--- src/rtl/retire_trace_buffer.sv ---
// retire_trace_buffer
//
// Retire monitor placed after the CPU writeback stage. Every RUN cycle with a
// retire event (wb_valid | hlt) it builds a packed trace record and pushes it
// into an on-chip FIFO. It also keeps cycle, instruction and dropped-record
// counters. A consumer drains the FIFO through a valid/ready port.
//
// Ports:
//   clk, rst            clock, asynchronous active-high reset
//   arm                 pulse: clear counters and FIFO, enter RUN
//   wb_*, mem_*, hlt    retiring-instruction information from writeback
//   rd_valid/rd_ready   FIFO head handshake
//   rd_data[54:0]       {kind[1:0], is_load, reg[3:0], pc, val, addr}
//   level               FIFO occupancy (0..DEPTH)
//   cycle_count         RUN cycles since arm
//   inst_count          retire events since arm (pushed or dropped)
//   drop_count          records lost to a full FIFO, saturating
//   overflow            sticky, set on the first drop
//   halted              high while in the HALTED state
module retire_trace_buffer #(
    parameter int DEPTH = 16,
    parameter int CNT_W = 32
) (
    input  logic                     clk,
    input  logic                     rst,
    input  logic                     arm,
    input  logic                     wb_valid,
    input  logic [15:0]              wb_pc,
    input  logic                     wb_regwrite,
    input  logic [3:0]               wb_dstreg,
    input  logic [15:0]              wb_dstdata,
    input  logic                     mem_read,
    input  logic                     mem_write,
    input  logic [15:0]              mem_addr,
    input  logic [15:0]              mem_wdata,
    input  logic                     hlt,
    output logic                     rd_valid,
    input  logic                     rd_ready,
    output logic [54:0]              rd_data,
    output logic [$clog2(DEPTH):0]   level,
    output logic [CNT_W-1:0]         cycle_count,
    output logic [CNT_W-1:0]         inst_count,
    output logic [15:0]              drop_count,
    output logic                     overflow,
    output logic                     halted
);

    localparam int AW = $clog2(DEPTH);
    localparam logic [AW:0] FULL_LEVEL = DEPTH[AW:0];

    typedef enum logic [1:0] {
        ST_IDLE   = 2'd0,
        ST_RUN    = 2'd1,
        ST_HALTED = 2'd2
    } state_t;

    state_t             state_reg, state_next;
    logic [AW-1:0]      wr_ptr_reg, rd_ptr_reg;
    logic [AW:0]        level_reg;
    logic [CNT_W-1:0]   cycle_count_reg, inst_count_reg;
    logic [15:0]        drop_count_reg;
    logic               overflow_reg;
    logic [54:0]        mem [DEPTH];

    logic               retire_ev;
    logic               pop;
    logic               push;
    logic               drop;
    logic               fifo_full;
    logic               fifo_nonempty;
    logic [54:0]        record;

    // arm overrides everything in its cycle: retire inputs and any pop are
    // ignored so the cleared FIFO starts truly empty.
    assign fifo_nonempty = (level_reg != '0);
    assign fifo_full     = (level_reg == FULL_LEVEL);
    assign retire_ev     = (state_reg == ST_RUN) & (wb_valid | hlt) & ~arm;
    assign pop           = fifo_nonempty & rd_ready & ~arm;
    // A full FIFO still accepts a push when the head leaves in the same cycle.
    assign push          = retire_ev & (~fifo_full | pop);
    assign drop          = retire_ev & ~push;

    // Record kind in priority order: REG, HALT, STORE, NOP.
    always_comb begin
        record = '0;
        if (wb_regwrite && wb_valid) begin
            record = {2'd1, mem_read, wb_dstreg, wb_pc, wb_dstdata,
                      (mem_read ? mem_addr : 16'h0000)};
        end else if (hlt) begin
            record = {2'd3, 1'b0, 4'h0, wb_pc, 16'h0000, 16'h0000};
        end else if (mem_write) begin
            record = {2'd2, 1'b0, 4'h0, wb_pc, mem_wdata, mem_addr};
        end else begin
            record = {2'd0, 1'b0, 4'h0, wb_pc, 16'h0000, 16'h0000};
        end
    end

    always_comb begin
        state_next = state_reg;
        if (arm) begin
            state_next = ST_RUN;
        end else if (retire_ev && hlt) begin
            // Also covers a REG record with hlt set, and a dropped HALT.
            state_next = ST_HALTED;
        end
    end

    always_ff @(posedge clk or posedge rst) begin
        if (rst) begin
            state_reg       <= ST_IDLE;
            wr_ptr_reg      <= '0;
            rd_ptr_reg      <= '0;
            level_reg       <= '0;
            cycle_count_reg <= '0;
            inst_count_reg  <= '0;
            drop_count_reg  <= '0;
            overflow_reg    <= 1'b0;
        end else begin
            state_reg <= state_next;
            if (arm) begin
                wr_ptr_reg      <= '0;
                rd_ptr_reg      <= '0;
                level_reg       <= '0;
                cycle_count_reg <= '0;
                inst_count_reg  <= '0;
                drop_count_reg  <= '0;
                overflow_reg    <= 1'b0;
            end else begin
                if (state_reg == ST_RUN) begin
                    cycle_count_reg <= cycle_count_reg + CNT_W'(1);
                end
                if (retire_ev) begin
                    inst_count_reg <= inst_count_reg + CNT_W'(1);
                end
                if (drop) begin
                    overflow_reg <= 1'b1;
                    if (drop_count_reg != 16'hFFFF) begin
                        drop_count_reg <= drop_count_reg + 16'd1;
                    end
                end
                if (push) begin
                    wr_ptr_reg <= wr_ptr_reg + AW'(1);
                end
                if (pop) begin
                    rd_ptr_reg <= rd_ptr_reg + AW'(1);
                end
                case ({push, pop})
                    2'b10:   level_reg <= level_reg + (AW+1)'(1);
                    2'b01:   level_reg <= level_reg - (AW+1)'(1);
                    default: level_reg <= level_reg;
                endcase
            end
        end
    end

    // Storage carries no reset; stale entries are masked by level.
    always_ff @(posedge clk) begin
        if (push) begin
            mem[wr_ptr_reg] <= record;
        end
    end

    assign rd_valid    = fifo_nonempty;
    assign rd_data     = fifo_nonempty ? mem[rd_ptr_reg] : '0;
    assign level       = level_reg;
    assign cycle_count = cycle_count_reg;
    assign inst_count  = inst_count_reg;
    assign drop_count  = drop_count_reg;
    assign overflow    = overflow_reg;
    assign halted      = (state_reg == ST_HALTED);

endmodule

--- config.mk ---
export PLATFORM = sky130hd
export DESIGN_NAME = retire_trace_buffer
export DESIGN_NICKNAME = d
export VERILOG_FILES = /design/src/rtl/retire_trace_buffer.sv
export SDC_FILE = /design/constraint.sdc
export NUM_CORES = 1
export LEC_CHECK = 0
export BUFFER_PORTS_ARGS = -buffer_cell sky130_fd_sc_hd__buf_2
export CORE_MARGIN = 1.5
export CORE_UTILIZATION = 55
export CTS_CLUSTER_SIZE = 40
export DETAILED_ROUTE_END_ITERATION = 10
export GPL_ROUTABILITY_DRIVEN = 0
export GPL_TIMING_DRIVEN = 0
export PLACE_DENSITY_LB_ADDON = 0.15
export SLEW_MARGIN = 5
export SYNTH_ARGS = -nofsm -noshare
export SYNTH_HDL_FRONTEND = slang
export SYNTH_SLANG_ARGS = --single-unit
--- constraint.sdc ---
create_clock -name clk -period 9.8 [get_ports clk]
set_input_delay 0.49 -clock clk [delete_from_list [all_inputs] [get_ports clk]]
set_output_delay 0.49 -clock clk [all_outputs]
set_load 0.1 [all_outputs]
==> impl_metrics.toml, run 1 <==
[route]
vias = 20239
initialDrtViolationCount = 1931
drc = 0
wl_per_cell_um = 26.9
drt_first_pass_iters = 8
routed_wl_mm = 89.4
via_per_inst = 6.10
ant_nets = 0

[synthesis]
yosys.area.top_type_share = 0.683
synth_edf_count = 880
syn_area_per_cell_sq_um = 19.8
synth_area_sq_um = 38700
yosysSeqAreaShare = 0.745
yosys_warnings = 0
syn-num-nets = 2042
syn_inst = 1953
ys_top_cells_by_area = "edfxtp_1 (68%), mux4_2 (13%), dfrtp_1 (6.2%)"
synth_flop_cell = "edfxtp_1"
synth_top_area_cell = "edfxtp_1"
synth_seq_cells = 976
synth.distinct_cells = 51
ys_async_sr_fraction = 0.0984

[setup_path]
reg2reg_depth = 7
rr_endpoint = "mem[7][22]"
worstPathMaxFanout = 10
cp_top_family = "buffers and inverters"
crit_type = "reg -> out"
critPathBufInv = 4
worstPathRequired_ps = 9310
cp-start-kind = "flop"
arrival_ps = 4230
path_common_cell = "clkbuf_1"
path_cells = "clkbuf_1 > clkbuf_1 > clkbuf_1 > mux4_2 > mux2i_1 > o22ai_1 > buf_2"
slowest_delay_ps = 740
critPathSlowestCell = "clkbuf_1"
end_kind = "output port"
ff2ff_setup_slack_ps = 6410
r2r-start = "state_reg[0]"

[layout]
drive_above_1_share = 0.276
largest_reg_flops = 880
final_common_cell = "edfxtp_1"
final_cell_mix = "edfxtp_1 (880), buf_2 (241), mux4_2 (220), mux2i_1 (111), clkbuf_16 (100)"
stdcell_count = 3319
num-fill-cells = 4758
nets = 2386
area_delta_synth_final_pct = 15.7
design_area_sq_um = 44800

[die]
core_sq_um = 69800
dieArea_sq_um = 71900
io_pins = 220
die_x_um = 268
row_count = 97
die_h_um = 268
start_util = 0.554

[sta]
grt_setup_unrepaired = "false"
tightest_slew_ps = 1270
slew_headroom = 0.153
setup-tns-final_ps = 0
clock-skew-final_ps = 17.9
finalCriticalPeriod_ps = 4720
drv_slew = 0
setup_viol = 0
max_freq_mhz = 212
finalCritPeriodShare = 0.481
hold_viol = 0
whs_ps = 221

[hold_path]
hold_path_end = "mem[12][47]"
worst_hold_path.num_cells = 1
hold_start = "wb_pc[15]"
min_path_type = "in -> reg"

[global_routing]
grt_pass1_vias = 20653
track_usage = 0.252
grt_pass1_wl_mm = 131
antenna_found_initial = 5
grt_max_degree = 51
overflow = 0

[clock_tree]
clk_pin_slew_ps = 60
h-tree-depth = 3
cts.sinks = 976
cts_tree = "yes"
cts_max_path_buffers = 3
numCtsBuffers = 97
cts_root_buf = "clkbuf_16"
ctsResizeCount = 0
clock_latency_ps = 650

[run_status]
status = "completed"

[placement]
dp.cells = 3137
dp_hpwl_mm = 54.4
io_buffers = 219
dpl_cell_area_sq_um = 41700

[pwr]
p_leak_nw = 14.7
ir_drop_uv = 218
cellPowerDensity_nw_per_um2 = 261
total_power_mw = 11.7

[flow_run]
cap_violations = 0
## logic make-up after synthesis
logic type | after synthesis | synth area share
buffers and inverters | 128 | 0.0132
adders and majority gates | 12 | 0.00408
DFF | 976 | 0.745
AOI/OAI and AO/OA | 112 | 0.0197
xor gates and xnor gates | 76 | 0.0172
and+or+nand+nor | 315 | 0.0425
muxes | 334 | 0.158
## per-stage QoR
step,setup slack [ps],util
after global placement,2620,0.587
after global routing,5020,0.641
after detailed placement,5390,0.597
after CTS,5110,0.641
final,5080,0.641
after floorplan,5180,-
## synthesized netlist by cell type (3+ instances only)
library cell	number
mux4_2	220
nor4_1	12
mux2_2	3
and4_1	6
o21a_1	3
nand2b_1	4
buf_1	9
a22o_1	16
or2_2	4
nor2b_1	22
inv_1	27
clkbuf_1	69
edfxtp_1	880
o22ai_1	55
dfrtp_1	96
and3_1	14
ha_1	11
nand4_1	27
and2_1	19
a21oi_1	15
a211oi_1	4
buf_2	22
mux2i_1	111
nand3_1	26
o21ai_0	9
nand2_1	33
nor3_1	26
xor2_1	28
xnor2_1	48
nor2_1	96
or3_1	9
## report_power, final
part / internal, mW / switching, mW / total, mW
Sequential: 4.60 / 0.0312 / 4.64
Clock: 2.08 / 1.50 / 3.58
Combinational: 0.926 / 2.52 / 3.45
Total: 7.61 / 4.05 / 11.7
## what timing repair did
action	in CTS	in global routing
endpoints found under the hold margin	46	0
hold buffers	1	0
buffers inserted	0	0
## routing by layer
layer  global-route usage  vias to the layer above  share of wire
met3               0.0422                      129          0.069
met5                    0                        -        0.00027
met4               0.0718                        4          0.022
met1                0.355                    10721           0.41
met2                0.412                      736           0.50
li1                     -                     8649              -
## how the worst max path moves through the flow
stage | start | endpoint | slack [ps] | depth (start not counted)
2_1_floorplan | level[1] | rd_data[10] | 5180 | 5
3_3_place_gp | state_reg[0] | mem[5][21] | 2620 | 5
3_5_place_dp | wb_valid | mem[14][9] | 5390 | 8
4_1_cts | rd_ptr_reg[1] | rd_data[54] | 5110 | 7
5_1_grt | rd_ptr_reg[1] | rd_data[2] | 5020 | 7
6_report | rd_ptr_reg[1] | rd_data[54] | 5080 | 7
## final cells by class
type                            count  area (sq um)  share of cell area
Buffer                            101           410             0.00917
Antenna cell                        1          2.50           0.0000559
Inverter                           27           104             0.00232
Timing Repair Buffer              245          1770              0.0396
Clock inverter                     43           365             0.00816
Multi-Input combinational cell    849          9390               0.210
Sequential cell                   976         28800               0.644
Tap cell                          940          1180              0.0263
Clock buffer                      137          2710              0.0606
Note: power is estimated with default switching activity, not from simulation.
==> inputs of run 2 (changes only) <==
Clock period 9.8 ns to 4.3 ns, I/O delays scaled along.
==> run 2 against run 1 <==
  * Critical endpoint unchanged
  * Critical path depth shrank 1
  * Setup slack lost 5000 ps
  * Sequential power grew 130%
  * Global-route usage shrank 0.18 points
  * Register-to-register slack lost 5600 ps
  * Die area is the same
  * Total power grew 130%
  * Combinational power grew 140%
==> impl_metrics.toml, run 2 (synthesis gave the netlist of run 1 again) <==
[sta]
slew_headroom = 0.221
tightest_slew_ps = 1170
grt_setup_unrepaired = "false"
finalCritPeriodShare = 0.983
hold_viol = 0
clock-skew-final_ps = 21.1
drv_slew = 0
whs_ps = 117
max_freq_mhz = 237
setup-tns-final_ps = 0
finalCriticalPeriod_ps = 4220
setup_viol = 0

[setup_path]
worstPathMaxFanout = 10
critPathSlowestCell = "clkbuf_1"
path_common_cell = "clkbuf_1"
reg2reg_depth = 7
end_kind = "output port"
slowest_delay_ps = 930
cp-start-kind = "flop"
ff2ff_setup_slack_ps = 780
path_cells = "clkbuf_1 > clkbuf_1 > clkbuf_1 > mux2i_1 > o22ai_1 > buf_2"
arrival_ps = 4010
critPathBufInv = 4
crit_type = "reg -> out"
cp.depth = 6
worstPathRequired_ps = 4090
cp_top_family = "buffers and inverters"

[die]
dieArea_sq_um = 71900
die_h_um = 268
core_sq_um = 69800
io_pins = 220
row_count = 97
die_x_um = 268
start_util = 0.554

[route]
via_per_inst = 6.08
vias = 20245
drt_first_pass_iters = 5
wl_per_cell_um = 26.6
initialDrtViolationCount = 1892
drc = 0
routed_wl_mm = 88.6
ant_nets = 0

[pwr]
p_sw_frac = 0.349
cellPowerDensity_nw_per_um2 = 597
pwr-share-clk = 0.305
pwr-share-seq = 0.392
p_leak_nw = 14.9
ir_drop_uv = 511
power_switching_mw = 9.41
pwr-share-comb = 0.303
internal_power_mw = 17.5

[global_routing]
grt_max_degree = 67
track_usage = 0.250
grt_pass1_vias = 20674
antenna_found_initial = 5
overflow = 0
grt_pass1_wl_mm = 130

[clock_tree]
numCtsBuffers = 98
clk_pin_slew_ps = 60
cts_tree = "yes"
cts_max_path_buffers = 3
h-tree-depth = 3
cts_setup_buffers = 0
clock_latency_ps = 660
cts.sinks = 976
cts_root_buf = "clkbuf_16"

[placement]
io_buffers = 219
dp_hpwl_mm = 53.5
dpl_cell_area_sq_um = 41800

[layout]
multiInputGateArea_sq_um = 9700
nets = 2403
final_common_cell = "edfxtp_1"
drive_above_1_share = 0.302
area_delta_synth_final_pct = 16.7
antenna_cells = 0
final_core_util = 0.647
num-fill-cells = 4780
design_area_sq_um = 45100
final-seq-area_sq_um = 28800
final_cell_mix = "edfxtp_1 (880), buf_2 (241), mux4_2 (220), mux2i_1 (111), clkbuf_16 (100)"
largest_reg_flops = 880

[flow_run]
cap_violations = 0

[hold_path]
min_path_type = "in -> async"

[run_status]
status = "completed"
run 2: metrics by stage:
| stage | instances | power [mW] | worst slack (ps) |
|---|---|---|---|
| floorplan | 1953 | 17.2 | -228 |
| finish | 3330 | 26.9 | 75.2 |
| global route | 3330 | 27.8 | 15.9 |
| CTS | 3330 | 27.1 | 0.497 |
| global placement | 3112 | 18.9 | -3080 |
| detailed placement | 3134 | 19.0 | 138 |
run 2: area by class of cell:
class	count	share of cell area
Tap cell	940	0.0261
Buffer	101	0.00965
Inverter	27	0.00230
Clock buffer	129	0.0585
Clock inverter	47	0.00951
Multi-Input combinational cell	849	0.215
Sequential cell	976	0.639
Timing Repair Buffer	261	0.0400
run 2: final timing paths:
| check | startpoint | endpoint |
|---|---|---|
| hold reg to reg | overflow | overflow |
| max in group asynchronous | rst | rd_ptr_reg[2] |
| min in group clk | mem_addr[14] | mem[2][14] |
| hold / removal | rst | cycle_count[7] |
| setup reg to reg | state_reg[0] | mem[5][11] |
| setup / recovery | rd_ptr_reg[3] | rd_data[54] |
run 2: repair_timing:
item,CTS,global route
endpoints found under the hold margin,358,0
hold buffers,20,0
setup endpoints to repair,12,27
pin swaps,0,0
gates resized for setup,10,25
run 2: per-layer routing:
metal | GRT usage | wire [um] | vias to the layer above
li1 | - | - | 8663
met1 | 0.355 | 36500 | 10699
met2 | 0.411 | 44600 | 756
met3 | 0.0394 | 5820 | 119
met4 | 0.0644 | 1590 | 8
met5 | 0 | 50 | -
run 2: worst register-to-register path, stage by stage, from the launching register on:
cell and delay, ps:
dfrtp_1 470, nor2b_1 510, nand2_1 310, nor3_1 350, nand3_1 380, nor2_4 630
buf_12 300, buf_12 250
run 2: power by group through the flow:
stage | clock [mW] | combinational [mW] | sequential [mW]
finish | 8.21 | 8.17 | 10.6
global route | 8.69 | 8.53 | 10.6
CTS | 8.33 | 8.26 | 10.6
detailed placement | 0 | 8.22 | 10.8
global placement | 0 | 8.12 | 10.8
floorplan | 0 | 6.28 | 10.9
==> inputs of run 3 (changes only) <==
Settings changed: RECOVER_POWER from default to 25.
==> run 3 against run 2 <==
  * The run now ends with capacitance limit, slew limit left
  * Total power barely moved
  * Global-route usage did not move
  * Critical endpoint is now rd_data[6]
  * Critical path depth did not move
  * Hold slack improved by 18 ps
  * Sequential share of layout area rose by 0.20 points
  * Cell count did not move
  * First-iteration DRC count rose by 1.3%
  * Combinational power barely moved
  * Sequential power barely moved
==> impl_metrics.toml, run 3 (synthesis gave the netlist of run 1 again) <==
[sta]
finalCriticalPeriod_ps = 4220
worst_slack_ps = 77.0
slew_headroom = -0.121
grt_setup_unrepaired = "false"
tightest_slew_ps = 1680
max_freq_mhz = 237
setup_viol = 0
clock-skew-final_ps = 20.7
drv_slew = 67
hold_viol = 0
finalCritPeriodShare = 0.982

[layout]
antenna_cells = 0
nets = 2403
drive_above_1_share = 0.263
area_delta_synth_final_pct = 16.3
final_cell_mix = "edfxtp_1 (880), mux4_2 (220), clkbuf_1 (168), buf_2 (149), mux2i_1 (111)"
largest_reg_flops = 880
stdcell_count = 3330
num-fill-cells = 4831
final_common_cell = "edfxtp_1"
multiInputGateArea_sq_um = 9700
final-seq-area_sq_um = 28800

[route]
ant_nets = 0
vias = 20281
drc = 0
via_per_inst = 6.09
drt_first_pass_iters = 7
initialDrtViolationCount = 1917
routed_wl_mm = 88.5
wl_per_cell_um = 26.6

[pwr]
cellPowerDensity_nw_per_um2 = 599
p_sw_frac = 0.350
pwr-share-comb = 0.303
ir_drop_uv = 513
pwr-share-clk = 0.305
power_switching_mw = 9.42
p_leak_nw = 14.5
internal_power_mw = 17.5
pwr-share-seq = 0.392

[setup_path]
critPathLaunch = "level[1]"
cp-start-kind = "flop"
r2r-start = "state_reg[0]"
end_kind = "output port"
reg2reg_depth = 7
worstPathMaxFanout = 10
rr_endpoint = "mem[6][14]"
slowest_delay_ps = 760
critPathSlowestCell = "clkbuf_1"
crit_type = "reg -> out"
path_cells = "nor4_1 > or2b_1 > nand2_1 > clkbuf_1 > o22ai_2 > buf_2"
arrival_ps = 4010
worstPathRequired_ps = 4090
ff2ff_setup_slack_ps = 800

[clock_tree]
cts_setup_buffers = 0
cts_root_buf = "clkbuf_16"
clk_pin_slew_ps = 60
cts.sinks = 976
cts_max_path_buffers = 3
numCtsBuffers = 98
h-tree-depth = 3
cts_tree = "yes"
clock_latency_ps = 660

[global_routing]
track_usage = 0.250
grt_max_degree = 67
use_met3 = 0.0394
grt_pass1_vias = 20674
grtUsageMet2 = 0.411
grt_pass1_wl_mm = 130
overflow = 0
use_met1 = 0.355
top_usage_layer = "met2"
antenna_found_initial = 5

[placement]
place_ws_ps = 138
io_buffers = 219
dp.cells = 3134
dp_hpwl_mm = 53.5

[die]
dieArea_sq_um = 71900
die_x_um = 268
core_sq_um = 69800
row_count = 97
io_pins = 220
die_h_um = 268
start_util = 0.554

[hold_path]
hold_start = "mem_addr[14]"
worst_hold_path.num_cells = 2
hold_path_end = "mem[2][14]"
min_path_type = "in -> reg"

[flow_run]
cap_violations = 1

[run_status]
violations = "capacitance limit, slew limit"
status = "finished with violations"
run 3: worst max-delay path, delay by kind of cell, from the launching register on:
| family | cells | cell delay [ps] |
|---|---|---|
| buffers and inverters | 2 | 1120 |
| AOI/OAI and AO/OA | 1 | 220 |
| and+or+nand+nor | 3 | 1550 |
| DFF | 1 | 440 |
run 3: layout make-up:
| class | count | share of cell area |
|---|---|---|
| Buffer | 101 | 0.00968 |
| Tap cell | 940 | 0.0261 |
| Clock buffer | 129 | 0.0587 |
| Multi-Input combinational cell | 849 | 0.216 |
| Clock inverter | 47 | 0.00954 |
| Inverter | 27 | 0.00228 |
| Timing Repair Buffer | 261 | 0.0371 |
| Sequential cell | 976 | 0.641 |
run 3: per-stage QoR:
step	util	power (mW)	instance area (sq um)	hold WS, ps	setup TNS [ps]
after floorplan	-	17.2	39000	314	-50070
after global placement	0.591	18.9	41300	507	-1141350
after detailed placement	0.599	19.0	41800	248	0
after CTS	0.646	27.1	45100	95.6	0
after global routing	0.645	27.8	45000	149	0
final	0.645	26.9	45000	135	0
run 3: what timing repair did:
action / in CTS / in global routing
hold endpoints to repair: 358 / 0
endpoints found under the setup margin: 12 / 27
hold buffers: 20 / 0
gates resized for setup: 10 / 25
run 3: metal layers:
metal	routed length, um	part of all wire
met1	36500	0.41
met2	44500	0.50
met3	5800	0.066
met4	1640	0.018
met5	50	0.00056
run 3: power groups by stage:
stage                     registers [mW]  logic, mW  clock network [mW]
after global placement              10.8       8.12                   0
after detailed placement            10.8       8.22                   0
final                               10.6       8.17                8.21
after global routing                10.6       8.52                8.69
after CTS                           10.6       8.26                8.33
after floorplan                     10.9       6.28                   0
run 3: how the worst max path moves through the flow:
stage / endpoint / cells past startpoint
2_1_floorplan: mem[4][0] / 5
3_3_place_gp: mem[7][22] / 5
3_5_place_dp: mem[12][11] / 8
4_1_cts: rd_data[36] / 7
5_1_grt: rd_data[27] / 7
6_report: rd_data[6] / 6
